### config.mk
export PLATFORM = sky130hd
export DESIGN_NAME = branch_seq_ctrl
export DESIGN_NICKNAME = d
export VERILOG_FILES = /design/src/rtl/branch_pkg.sv /design/src/rtl/branch_unit.sv /design/src/rtl/branch_seq_ctrl.sv
export SDC_FILE = /design/constraint.sdc
export NUM_CORES = 1
export LEC_CHECK = 0
export ABC_AREA = 1
export CORE_MARGIN = 3
export CORE_UTILIZATION = 40
export CTS_BUF_LIST = sky130_fd_sc_hd__clkbuf_16
export CTS_CLUSTER_DIAMETER = 100
export CTS_CLUSTER_SIZE = 25
export DETAILED_ROUTE_END_ITERATION = 10
export GPL_TIMING_DRIVEN = 0
export HOLD_SLACK_MARGIN = 0.1
export PLACE_DENSITY = 0.66
export SLEW_MARGIN = 20
export SYNTH_ARGS = -nofsm -noshare
export SYNTH_HDL_FRONTEND = slang
export SYNTH_SLANG_ARGS = --single-unit
### constraint.sdc
create_clock -name clk -period 2.3 [get_ports clk]
set_input_delay 0.69 -clock clk [delete_from_list [all_inputs] [get_ports clk]]
set_output_delay 0.69 -clock clk [all_outputs]
set_load 0.02 [all_outputs]
### src/rtl/branch_pkg.sv
`default_nettype none
// ============================================================================
// Module      : branch_pkg
// Description : Shared funct3 encodings, sequencer state type and legality
//               helper for the branch resolution sequencer.
// Revision    : 1.0 - initial release
// ============================================================================
package branch_pkg;

    localparam logic [2:0] F3_BEQ  = 3'b000;
    localparam logic [2:0] F3_BNE  = 3'b001;
    localparam logic [2:0] F3_BLT  = 3'b100;
    localparam logic [2:0] F3_BGE  = 3'b101;
    localparam logic [2:0] F3_BLTU = 3'b110;
    localparam logic [2:0] F3_BGEU = 3'b111;

    typedef enum logic [1:0] {
        IDLE = 2'd0,
        REQ  = 2'd1,
        WAIT = 2'd2,
        RESP = 2'd3
    } br_state_t;

    function automatic logic is_legal_branch(input logic [2:0] funct3);
        logic legal;
        legal = 1'b0;
        case (funct3)
            F3_BEQ, F3_BNE, F3_BLT, F3_BGE, F3_BLTU, F3_BGEU: legal = 1'b1;
            default:                                          legal = 1'b0;
        endcase
        return legal;
    endfunction

endpackage
`default_nettype wire

### src/rtl/branch_unit.sv
`default_nettype none
// ============================================================================
// Module      : branch_unit
// Description : Combinational branch condition evaluation from the flags of
//               an rs1 - rs2 subtract (carry set means no borrow).
// Revision    : 1.0 - initial release
// ============================================================================
module branch_unit
    import branch_pkg::*;
(
    input  logic [2:0] funct3,
    input  logic       z,
    input  logic       n,
    input  logic       v,
    input  logic       c,
    output logic       taken
);

    always_comb begin
        taken = 1'b0;
        case (funct3)
            F3_BEQ:  taken = z;
            F3_BNE:  taken = ~z;
            F3_BLT:  taken = n ^ v;
            F3_BGE:  taken = ~(n ^ v);
            F3_BLTU: taken = ~c;
            F3_BGEU: taken = c;
            default: taken = 1'b0;
        endcase
    end

endmodule
`default_nettype wire

### src/rtl/branch_seq_ctrl.sv
`default_nettype none
// ============================================================================
// Module      : branch_seq_ctrl
// Description : Multi-cycle branch resolution sequencer borrowing the shared
//               ALU for the compare; emits redirect/flush and counts takens.
// Revision    : 1.0 - initial release
// ============================================================================
module branch_seq_ctrl
    import branch_pkg::*;
#(
    parameter int XLEN    = 32,
    parameter int TIMEOUT = 16,
    parameter int CNT_W   = 16
) (
    input  logic             clk,
    input  logic             rst,
    input  logic             br_valid,
    output logic             br_ready,
    input  logic [2:0]       br_funct3,
    input  logic [XLEN-1:0]  br_pc,
    input  logic [XLEN-1:0]  br_imm,
    input  logic [XLEN-1:0]  br_rs1,
    input  logic [XLEN-1:0]  br_rs2,
    output logic             alu_req,
    input  logic             alu_gnt,
    output logic [XLEN-1:0]  alu_a,
    output logic [XLEN-1:0]  alu_b,
    output logic             alu_sub,
    input  logic             alu_flags_valid,
    input  logic             alu_z,
    input  logic             alu_n,
    input  logic             alu_v,
    input  logic             alu_c,
    output logic             resp_valid,
    output logic             resp_taken,
    output logic [XLEN-1:0]  resp_pc,
    output logic             flush,
    output logic             err_timeout,
    output logic             err_illegal,
    output logic [CNT_W-1:0] taken_cnt
);

    localparam int TO_W = (TIMEOUT > 1) ? $clog2(TIMEOUT) : 1;
    localparam logic [TO_W-1:0] C_TO_LAST = TO_W'(TIMEOUT - 1);
    localparam logic [XLEN-1:0] C_PC_STEP = XLEN'(4);

    br_state_t         r_state;
    logic [2:0]        r_funct3;
    logic [XLEN-1:0]   r_pc;
    logic [XLEN-1:0]   r_imm;
    logic [TO_W-1:0]   r_to_cnt;
    logic              w_taken;

    branch_unit u_branch_unit (
        .funct3 (r_funct3),
        .z      (alu_z),
        .n      (alu_n),
        .v      (alu_v),
        .c      (alu_c),
        .taken  (w_taken)
    );

    always_ff @(posedge clk) begin
        if (rst) begin
            r_state     <= IDLE;
            r_funct3    <= 3'b000;
            r_pc        <= '0;
            r_imm       <= '0;
            r_to_cnt    <= '0;
            br_ready    <= 1'b0;
            alu_req     <= 1'b0;
            alu_sub     <= 1'b0;
            alu_a       <= '0;
            alu_b       <= '0;
            resp_valid  <= 1'b0;
            resp_taken  <= 1'b0;
            resp_pc     <= '0;
            flush       <= 1'b0;
            err_timeout <= 1'b0;
            err_illegal <= 1'b0;
            taken_cnt   <= '0;
        end else begin
            case (r_state)
                IDLE: begin
                    // br_ready is registered, so the first cycle out of reset is not an accept.
                    if (br_valid && br_ready) begin
                        br_ready <= 1'b0;
                        r_funct3 <= br_funct3;
                        r_pc     <= br_pc;
                        r_imm    <= br_imm;
                        if (is_legal_branch(br_funct3)) begin
                            alu_req <= 1'b1;
                            alu_sub <= 1'b1;
                            alu_a   <= br_rs1;
                            alu_b   <= br_rs2;
                            r_state <= REQ;
                        end else begin
                            resp_valid  <= 1'b1;
                            resp_taken  <= 1'b0;
                            flush       <= 1'b0;
                            err_illegal <= 1'b1;
                            resp_pc     <= br_pc + C_PC_STEP;
                            r_state     <= RESP;
                        end
                    end else begin
                        br_ready <= 1'b1;
                    end
                end

                REQ: begin
                    if (alu_gnt) begin
                        alu_req  <= 1'b0;
                        alu_sub  <= 1'b0;
                        r_to_cnt <= '0;
                        r_state  <= WAIT;
                    end
                end

                WAIT: begin
                    // Flags arriving on the last allowed cycle still win over the abort.
                    if (alu_flags_valid) begin
                        resp_valid <= 1'b1;
                        resp_taken <= w_taken;
                        flush      <= w_taken;
                        resp_pc    <= w_taken ? (r_pc + r_imm) : (r_pc + C_PC_STEP);
                        r_state    <= RESP;
                    end else if (r_to_cnt == C_TO_LAST) begin
                        resp_valid  <= 1'b1;
                        resp_taken  <= 1'b0;
                        flush       <= 1'b0;
                        err_timeout <= 1'b1;
                        resp_pc     <= r_pc + C_PC_STEP;
                        r_state     <= RESP;
                    end else begin
                        r_to_cnt <= r_to_cnt + 1'b1;
                    end
                end

                RESP: begin
                    if (resp_taken && !(&taken_cnt)) begin
                        taken_cnt <= taken_cnt + 1'b1;
                    end
                    resp_valid  <= 1'b0;
                    resp_taken  <= 1'b0;
                    flush       <= 1'b0;
                    err_timeout <= 1'b0;
                    err_illegal <= 1'b0;
                    br_ready    <= 1'b1;
                    r_state     <= IDLE;
                end

                default: begin
                    r_state <= IDLE;
                end
            endcase
        end
    end

endmodule
`default_nettype wire

==> After elaboration in Yosys (flattened, before gate mapping) <==
Index checks and enable logic that the tools add are counted.
{ "classes": {"addsub": 5, "eq_ne": 22, "muxes": 40, "bitwise": 4, "reduce_logical": 24} }
{ "op_table": {"columns": ["operator", "n"], "rows": [
  ["two-way mux 32 bit", 5],
  ["adder 32 x 3 -> 32 bit, second input constant", 2],
  ["one-hot mux 32 bit (2 select lines)", 1],
  ["adder 32 bit", 1],
  ["equality test 3 bit, second input constant", 8],
  ["two-way mux 1 bit", 17],
  ["adder 16 x 1 -> 16 bit, second input constant", 1],
  ["AND reduction 16 bit", 1],
  ["AND reduction 4 bit", 4],
  ["inequality test 2 bit, second input constant", 7],
  ["two-way mux 4 bit", 3],
  ["AND reduction 3 bit", 4],
  ["two-way mux 2 bit", 5],
  ["nonzero test 2 bit", 5],
  ["one-hot mux 1 bit (2 select lines)", 4],
  ["one-hot mux 2 bit (4 select lines)", 1],
  ["one-hot mux 4 bit (2 select lines)", 1],
  ["equality test 3 x 1 -> 1 bit, second input constant", 2],
  ["zero test 3 bit", 2],
  ["one-hot mux 1 bit (3 select lines)", 2],
  ["one-hot mux 1 bit (6 select lines)", 1],
  ["OR reduction 6 bit", 1],
  ["adder 4 x 1 -> 4 bit, second input constant", 1],
  ["equality test 2 bit, second input constant", 2],
  ["10 further kinds", 14]
]} }
{ "word_totals": {"regBits": 191, "output_inout_bits": 120, "word_cells": 110} }

==> Logic depth before layout (Yosys ltp) <==
Gate-level depths: netlist (run 1).
{ "depth": {"ltp_word": 9, "ltp_mapped": 16, "ltp_nobuf": 16} }

==> Hierarchy <==
A second synthesis (run 1) with hierarchy kept.
{ "unflattened": {"cells_unflattened": 1840, "area_unflattened_um2": 11574.9} }
{ "modules_own_cells": {"columns": ["module", "instances", "cells_each", "area_per_inst_um2", "seq_area_each_um2"], "rows": [
  ["branch_seq_ctrl", 1, 1813, 11463.5, 3823.7],
  ["branch_unit", 1, 27, 111.4, 0.0]
]} }

==> Worst setup path before layout (run 1) <==
OpenSTA, ideal clock, no wires.
{ "synth_path": {"path_type": "register -> register", "from": "register r_pc[0]", "to": "register resp_pc[16]", "setup_time_ns": 0.117, "arrival_ns": 1.771, "required_ns": 2.183, "path_slack_ns": 0.412, "path_stages_with_launch": 13, "path_buffers": 0, "synth_period_minus_slack_ns": 1.888, "path_cell_list": "dfxtp_1 > ha_1 > fa_1 > nand2_1 > nand2_1 > and2_1 > nand3_1 > nand3_1 > nand2_1 > a21o_1 > nand3_1 > a21oi_1 > nor2_1"} }
{ "synth_between": {"elab_chain_cells": 4, "elab_cells_between_ends": 6, "cone_classes": "add/sub (2); mux (4)"} }
{ "synth_lines": {"columns": ["element", "line", "rtl"], "rows": [
  ["start, declared", "branch_seq_ctrl.sv:49", "logic [XLEN-1:0] r_pc;"],
  ["start signal, assigned", "branch_seq_ctrl.sv:89", "r_pc <= br_pc;"],
  ["adder 32 x 3 -> 32 bit or adder 32 bit (tied branches)", "branch_seq_ctrl.sv:125, branch_seq_ctrl.sv:132", null],
  ["two-way mux 32 bit (on tied branches)", "branch_seq_ctrl.sv:127, branch_seq_ctrl.sv:125", null],
  ["two-way mux 32 bit (*)", "branch_seq_ctrl.sv:121", "if (alu_flags_valid) begin"],
  ["one-hot mux 32 bit (2 select lines) (*)", "branch_seq_ctrl.sv:83", "case (r_state)"],
  ["end signal, assigned", "branch_seq_ctrl.sv:102", "resp_pc <= br_pc + C_PC_STEP;"],
  ["end signal, assigned", "branch_seq_ctrl.sv:125", "resp_pc <= w_taken ? (r_pc + r_imm) : (r_pc + C_PC_STEP);"],
  ["end signal, assigned", "branch_seq_ctrl.sv:132", "resp_pc <= r_pc + C_PC_STEP;"],
  ["end, declared", "branch_seq_ctrl.sv:36", "output logic [XLEN-1:0] resp_pc,"]
]} }
Mark *: on every way between the ends. The rest lies on a longest branch, timed or not. The select of a mux whose other input is x is not followed.
A chain may end at the register's enable or synchronous reset.

==> Worst setup path after layout (run 1) <==
{ "layout_path": {"from": "register alu_sub", "to": "output alu_sub"} }
{ "layout_rtl": {"columns": ["element", "line", "rtl"], "rows": [
  ["start, declared", "branch_seq_ctrl.sv:28", "output logic alu_sub,"],
  ["start signal, assigned", "branch_seq_ctrl.sv:72", "alu_sub <= 1'b0;"],
  ["start signal, assigned", "branch_seq_ctrl.sv:93", "alu_sub <= 1'b1;"],
  ["start signal, assigned", "branch_seq_ctrl.sv:113", "alu_sub <= 1'b0;"]
]} }
No word-level cell between the ends.

==> results.md, run 1 <==
- Status: completed
- Final #Nets: 2,235
- Area occupied by multi-input gates: 0.00706 mm²
- R2R depth: 11
- Largest net degree at the start of global routing: 18
- Routed Antenna Nets: 0
- Setup WS post-layout: 0.0387 ns
- Pwr dens: 896 mW/mm²
- Drt drc: 0
- Design area: 0.0157 mm²
- CP endpoint kind: primary output
- Int Power: 8.06 mW
- Post-Syn Instances: 1,768
- Clock power share: 21.0%
- Cell taking the most area after synthesis: dfxtp_1
- FF/Latch Area: 0.00385 mm²
- Maximum VDD drop: 0.000617 V
- WHS Endpoint: resp_pc[21]
- Psw: 6.03 mW
- Slew Viols, Final: 0
- Deepest clock path buffer count: 2
- Netlist cell types: 44
- CTS Hold Bufs: 0
- Area after DPL: 0.0146 mm²
- DRT Wirelength: 46.2 mm
- Initial antenna violation count: 4
- Final worst-path cycle share: 98.3%
- Critical Path Start Type: register
- Vias/cell: 5.38
- Ys async rst share: 0%
- Time the worst path needs with I/O delays and setup: 2.26 ns
- Detailed placement HPWL: 36.4 mm
- Clock Latency Late Sink: 0.45 ns
- Via count: 13,200
- GRT overflow: 0
- Tightest Pin Transition: 0.857 ns
- Seq/Total Area, Yosys: 33.1%
- Post-Syn Nets: 1,948
- Starting density of the core: 41.1%
- Router iterations before antenna repair: 6
- Ys flop type: dfxtp_1
- Hold_sp: resp_pc[21]
- Post-synth EDFFs: 0
- Die W: 176 µm
- # H-tree levels: 4
- Top post-synthesis cells by area: dfxtp_1 (33%), nand2_1 (12%), a21oi_1 (8.0%)
- #FFs+latches synth: 191
- TritonCTS Buffers: 17
- Min-Delay Path Class: reg -> reg
- Final setup vio count: 0
- Critical path peak fanout: 3
- Vias in the first global route: 12,400
- Setup Skew: 0.0157 ns
- Final hold vios: 0
- CTS tree: built
- Area of the mapped netlist: 0.0115 mm²
- I/O pin total: 260
- Switching share of power: 42.8%
- Core Area: 0.0281 mm²
- # rows: 61
- Placer congestion estimate: 0.986
- Die area: 0.0309 mm²
- # clock sinks: 191
- Slew margin rel.: 42.9%
- Synth top area share: 33.1%
- Slack of the worst reg-to-reg path: 0.07 ns
- R2r endpoint: resp_pc[28]
- Max Cap Viol: 0
- DIE HEIGHT: 176 µm
- Syn_area_per_cell: 6.53 µm²
- Reg2reg start: r_pc[20]
- Max frequency: 442 MHz
- CP Data Required Time: 1.61 ns
- GRT Resource Usage Total: 28.7%
- Crit path kind: reg -> out
- Port bufs: 259
- Ys Warns: 0
- Seq pwr share: 33.3%
- Worst endpoint data arrival time: 1.57 ns
- Area delta synth->final: 36.3%
- Iteration-0 DRC Markers: 1,162
- Layout cells sized above 1: 9.24%
- Root buffer selected by CTS: clkbuf_16
- Gate power share: 45.7%
- Dpl ws: -0.920 ns
- First-pass GRT wire length: 69.3 mm
- WHS Path Cells: 2
- Wirelength per Cell: 18.9 µm
- Clock slew at reported path FFs: 0.08 ns
- Leakage power: 6.45 nW
- FILL cells: 2,833
## power by group through the flow
stage	sequential (mW)	clock (mW)	combinational [mW]
after floorplan	5.08	0	2.85
after global placement	4.67	0	5.91
after detailed placement	4.68	0	5.96
after CTS	4.63	3.01	6.01
after global routing	4.77	3.14	6.93
final	4.69	2.97	6.44
## per-layer routing
metal  global-route usage [%]  routed length [µm]
met5                        0                  13
met4                     7.62                1060
met3                     6.90                3870
met2                     44.7               20500
met1                     39.8               20800
## worst max path at each step
stage / start / endpoint / slack (ns) / cells after the start
6_report: alu_sub / alu_sub / 0.04 / 2
5_1_grt: br_pc[15] / resp_pc[20] / -0.01 / 10
4_1_cts: r_pc[4] / resp_pc[19] / 0.003 / 14
3_5_place_dp: br_valid / r_pc[11] / -0.92 / 8
3_3_place_gp: br_valid / r_imm[29] / -0.87 / 8
2_1_floorplan: r_pc[0] / resp_pc[16] / 0.41 / 12
## Yosys cell counts (3+ instances only)
master / number
buf_2: 9
nand3b_1: 5
nand3_2: 5
nand2_1: 358
nor3_2: 3
o21ai_1: 3
nand4_1: 33
o211ai_1: 8
nor3_1: 42
ha_1: 39
inv_1: 172
clkbuf_1: 51
buf_6: 5
nor2_2: 7
xnor2_1: 16
xor2_1: 33
buf_4: 8
o21ai_0: 162
nand3_1: 124
buf_1: 3
o21a_1: 5
o21bai_1: 8
nor4_1: 8
dfxtp_1: 191
nor2_4: 5
a21oi_1: 184
or2_2: 5
nand2_4: 3
inv_2: 5
nand2_2: 3
nor2_1: 238
a31oi_1: 7
and2_1: 5
## cell families after synthesis
| logic type | Yosys count | synth area share (%) |
|---|---|---|
| buf+inv | 254 | 8.94 |
| flops | 191 | 33.1 |
| xor+xnor | 49 | 3.72 |
| fa+ha+maj | 40 | 4.40 |
| simple gates | 850 | 32.5 |
| compound gates | 384 | 17.4 |
## registers in the layout, indices dropped and copies added (netlist names)
name	flops
r_state	2
br_ready	1
flush	1
alu_a	32
alu_sub	1
r_funct3	3
alu_b	32
r_to_cnt	4
err_illegal	1
r_imm	32
err_timeout	1
taken_cnt	16
resp_valid	1
resp_pc	32
r_pc	32
## per-stage QoR
step                      setup TNS [ns]  hold slack [ns]  instances  util (%)  total power [mW]
after floorplan                        0            0.445       1768         -              7.94
after global placement            -68.28            0.457       2405      52.0              10.6
after detailed placement          -71.28            0.460       2405      52.0              10.6
after CTS                              0            0.470       2437      54.2              13.6
after global routing             -0.0151            0.495       2447      56.0              14.8
final                                  0            0.467       2448      56.0              14.1
## layout make-up
class                           count  area share [%]
Clock buffer                       17            2.70
Sequential cell                   191            24.5
Antenna cell                        3          0.0477
Buffer                             76            2.66
Timing Repair Buffer              268            17.1
Tap cell                          378            3.01
Multi-Input combinational cell   1323            44.9
Clock inverter                     14           0.835
Inverter                          178            4.30
## timing repair
item | in CTS | in global routing
setup endpoints to repair | 69 | 104
setup buffers | 1 | 6
resized for setup | 27 | 118
pin swaps | 2 | 10
gates cloned | 0 | 2
## critical path: stages, from the launching register on
cell	delay, ns
dfxtp_1	0.40
buf_4	0.14
clkdlybuf4s50_1	0.59
## cells in the final DEF, fill, tap and decap left out, drive strengths merged, types with 7 or more instances in the layout
| cell | n |
|---|---|
| nand2 | 364 |
| nor2 | 251 |
| clkdlybuf4s50 | 247 |
| dfxtp | 191 |
| a21oi | 186 |
| inv | 184 |
| o21ai | 165 |
| nand3 | 129 |
| clkbuf | 67 |
| nor3 | 45 |
| ha | 39 |
| nand4 | 36 |
| buf | 34 |
| xor2 | 33 |
| xnor2 | 16 |
| nor4 | 9 |
| o21bai | 8 |
| o211ai | 8 |
| a31oi | 7 |
| dlymetal6s2s | 7 |
(Power assumes the default switching activity.)
==> inputs of run 2 (changes only) <==
--- a/config.mk
+++ b/config.mk
@@ -7,14 +7,12 @@
 export LEC_CHECK = 0
 export ABC_AREA = 1
 export CORE_MARGIN = 3
-export CORE_UTILIZATION = 40
-export CTS_BUF_LIST = sky130_fd_sc_hd__clkbuf_16
+export CORE_UTILIZATION = 38
 export CTS_CLUSTER_DIAMETER = 100
 export CTS_CLUSTER_SIZE = 25
 export DETAILED_ROUTE_END_ITERATION = 10
 export GPL_TIMING_DRIVEN = 0
 export HOLD_SLACK_MARGIN = 0.1
-export PLACE_DENSITY = 0.66
 export SLEW_MARGIN = 20
 export SYNTH_ARGS = -nofsm -noshare
 export SYNTH_HDL_FRONTEND = slang
==> run 2 against run 1 <==
- non-clock buffer count unchanged
- critical path depth decreased by 1
- core utilization decreased by 3.3 points
- register-to-register slack about the same
- clock-buffer cell count increased by 2
- first-iteration DRC count increased by 14%
- clock skew decreased by 0.0018 ns
- worst hold slack improved by 0.0029 ns
- die area increased by 5.1%
- critical path type unchanged
- largest cell class unchanged
- largest power group unchanged
==> results.md, run 2 (same netlist as run 1, synthesis figures left out) <==
- Setup Skew: 0.0140 ns (was 0.0157 ns)
- Largest net degree at the start of global routing: 19 (was 18)
- Slew margin rel.: 46.4% (was 42.9%)
- CP Data Required Time: 1.61 ns (about the same)
- Pwr dens: 889 mW/mm² (was 896 mW/mm²)
- Maximum VDD drop: 0.000622 V (was 0.000617 V)
- DP Cell Count: 2,417 (was 2,405)
- GRT Resource Usage Total: 27.9% (was 28.7%)
- Detailed placement HPWL: 37.6 mm (was 36.4 mm)
- Reg2reg start: r_pc[14] (was r_pc[20])
- Buf+Inv Stages, Crit Path: 1 (was 2)
- Slack of the worst reg-to-reg path: 0.06 ns (was 0.07 ns)
- Final worst-path cycle share: 98.5% (was 98.3%)
- Final hold vios: 0 (unchanged)
- Hold_sp: r_imm[29] (was resp_pc[21])
- Commonest non-fill, non-tap cell in the layout: nand2_1 (unchanged)
- Setup WS post-layout: 0.0343 ns (was 0.0387 ns)
- Final setup vio count: 0 (unchanged)
- Crit path kind: reg -> out (unchanged)
- Critical path peak fanout: 2 (was 3)
- Leakage power: 6.43 nW (was 6.45 nW)
- # rows: 63 (was 61)
- CP endpoint kind: primary output (unchanged)
- Clock slew at reported path FFs: 0.07 ns (was 0.08 ns)
- Final #Nets: 2,235 (unchanged)
- Via count: 13,000 (was 13,200)
- Die W: 180 µm (was 176 µm)
- Min-Delay Path Class: reg -> reg (unchanged)
- Die area: 0.0325 mm² (was 0.0309 mm²)
- Routed Antenna Nets: 0 (unchanged)
- Delay-heaviest family, CP: buffers and inverters (unchanged)
- FILL cells: 3,111 (was 2,833)
- Setup tns final: 0 ns (unchanged)
- Commonest non-fill, non-tap cells in the layout: nand2_1 (351), clkdlybuf4s50_1 (249), nor2_1 (229) (was nand2_1 (350), clkdlybuf4s50_1 (247), nor2_1 (228))
- Area delta synth->final: 35.9% (was 36.3%)
- Iteration-0 DRC Markers: 1,329 (was 1,162)
- Setup crit start: resp_pc[12] (was alu_sub)
- CTS Hold Bufs: 0 (unchanged)
- Worst endpoint data arrival time: 1.58 ns (was 1.57 ns)
- Time the worst path needs with I/O delays and setup: 2.27 ns (was 2.26 ns)
- Tightest Pin Transition: 0.804 ns (was 0.857 ns)
- Core Area: 0.0298 mm² (was 0.0281 mm²)
- Port bufs: 259 (unchanged)
- Starting density of the core: 38.7% (was 41.1%)
- TritonCTS Buffers: 17 (unchanged)
- Clock Latency Late Sink: 0.45 ns (about the same)
- Status: completed (unchanged)
- Placer congestion estimate: 0.964 (was 0.986)
- Layout Cells excl Fill: 2,460 (was 2,448)
- Critical path cell sequence: clkdlybuf4s50_1 (was buf_4 > clkdlybuf4s50_1)
- Root buffer selected by CTS: clkbuf_16 (unchanged)
- # clock sinks: 191 (unchanged)
- DIE HEIGHT: 180 µm (was 176 µm)
- Worst stage delay on the critical path: 0.67 ns (was 0.59 ns)
- I/O pin total: 260 (unchanged)
- GRT overflow: 0 (unchanged)
- Slowest cell on crit path: clkdlybuf4s50_1 (unchanged)
- First-pass GRT wire length: 70.8 mm (was 69.3 mm)
- Vias/cell: 5.28 (was 5.38)
- Wirelength per Cell: 19.1 µm (was 18.9 µm)
- RSZ-0062 raised after global routing: true
- Vias in the first global route: 12,300 (was 12,400)
- Max Cap Viol: 0 (unchanged)
- # H-tree levels: 4 (unchanged)
- Router iterations before antenna repair: 6 (unchanged)
- Max frequency: 441 MHz (was 442 MHz)
- Slew Viols, Final: 0 (unchanged)
- Initial antenna violation count: 3 (was 4)
- CTS tree: built (unchanged)
- Power Total: 14.0 mW (was 14.1 mW)
- Dpl ws: -0.829 ns (was -0.920 ns)
- Critical Path Start Type: register (unchanged)
- DRT Wirelength: 47.1 mm (was 46.2 mm)
- Drt drc: 0 (unchanged)
- Layout cells sized above 1: 9.43% (was 9.24%)
- Deepest clock path buffer count: 2 (unchanged)
-- run 2: changes by cell type in the layout (fill, tap and decap cells not counted), sizes merged, moves of 2 or more --
cell           delta
clkdlybuf4s50     +2
dlygate4sd2       +2
dlymetal6s2s      -4
buf               +2
-- run 2: final timing paths --
| kind | endpoint | depth (start not counted) |
|---|---|---|
| setup / recovery | resp_pc[12] | 1 |
| hold reg to reg | r_imm[29] | 2 |
| hold / removal | r_imm[29] | 2 |
| setup reg to reg | resp_pc[31] | 11 |
-- run 2: repair_timing --
| action | 4_1_cts | 5_1_grt |
|---|---|---|
| setup buffers | 1 | 8 |
| hold endpoints to repair | 0 | 0 |
| resized for setup | 28 | 117 |
| setup endpoints to repair | 86 | 97 |
| pin swaps | 3 | 5 |
-- run 2: final cells by class --
type	count	area [µm²]	area share (%)
timing repair buffer	268	2660	16.9
multi-input combinational	1323	7040	44.8
inverter	178	677	4.31
clock buffer	19	443	2.82
antenna	2	5.00	0.0319
sequential	191	3850	24.5
tap	390	488	3.11
buffer	76	413	2.63
clock inverter	13	119	0.757
-- run 2: through the flow --
step	hold WS (ns)	utilization, %	cell area (µm²)
6_report	0.470	52.7	15700
4_1_cts	0.473	51.2	15200
3_3_place_gp	0.455	49.1	14600
2_1_floorplan	0.445	-	11500
5_1_grt	0.492	52.7	15700
3_5_place_dp	0.461	49.1	14600
-- run 2: report_power, final --
group | switching (mW) | leakage (nW) | internal (mW)
registers | 0.626 | 1.56 | 4.04
logic | 3.90 | 4.60 | 2.43
clock network | 1.49 | 0.271 | 1.46
total | 6.02 | 6.43 | 7.93
-- run 2: metal layers --
| metal | vias to the layer above | wire length, µm | global-route usage [%] | part of all wire (%) |
|---|---|---|---|---|
| met3 | 55 | 3980 | 7.00 | 8.4 |
| met5 | - | 13 | 0 | 0.028 |
| met1 | 6007 | 21500 | 38.6 | 46 |
| li1 | 6428 | - | - | - |
| met4 | 2 | 1070 | 8.11 | 2.3 |
| met2 | 495 | 20500 | 43.0 | 44 |
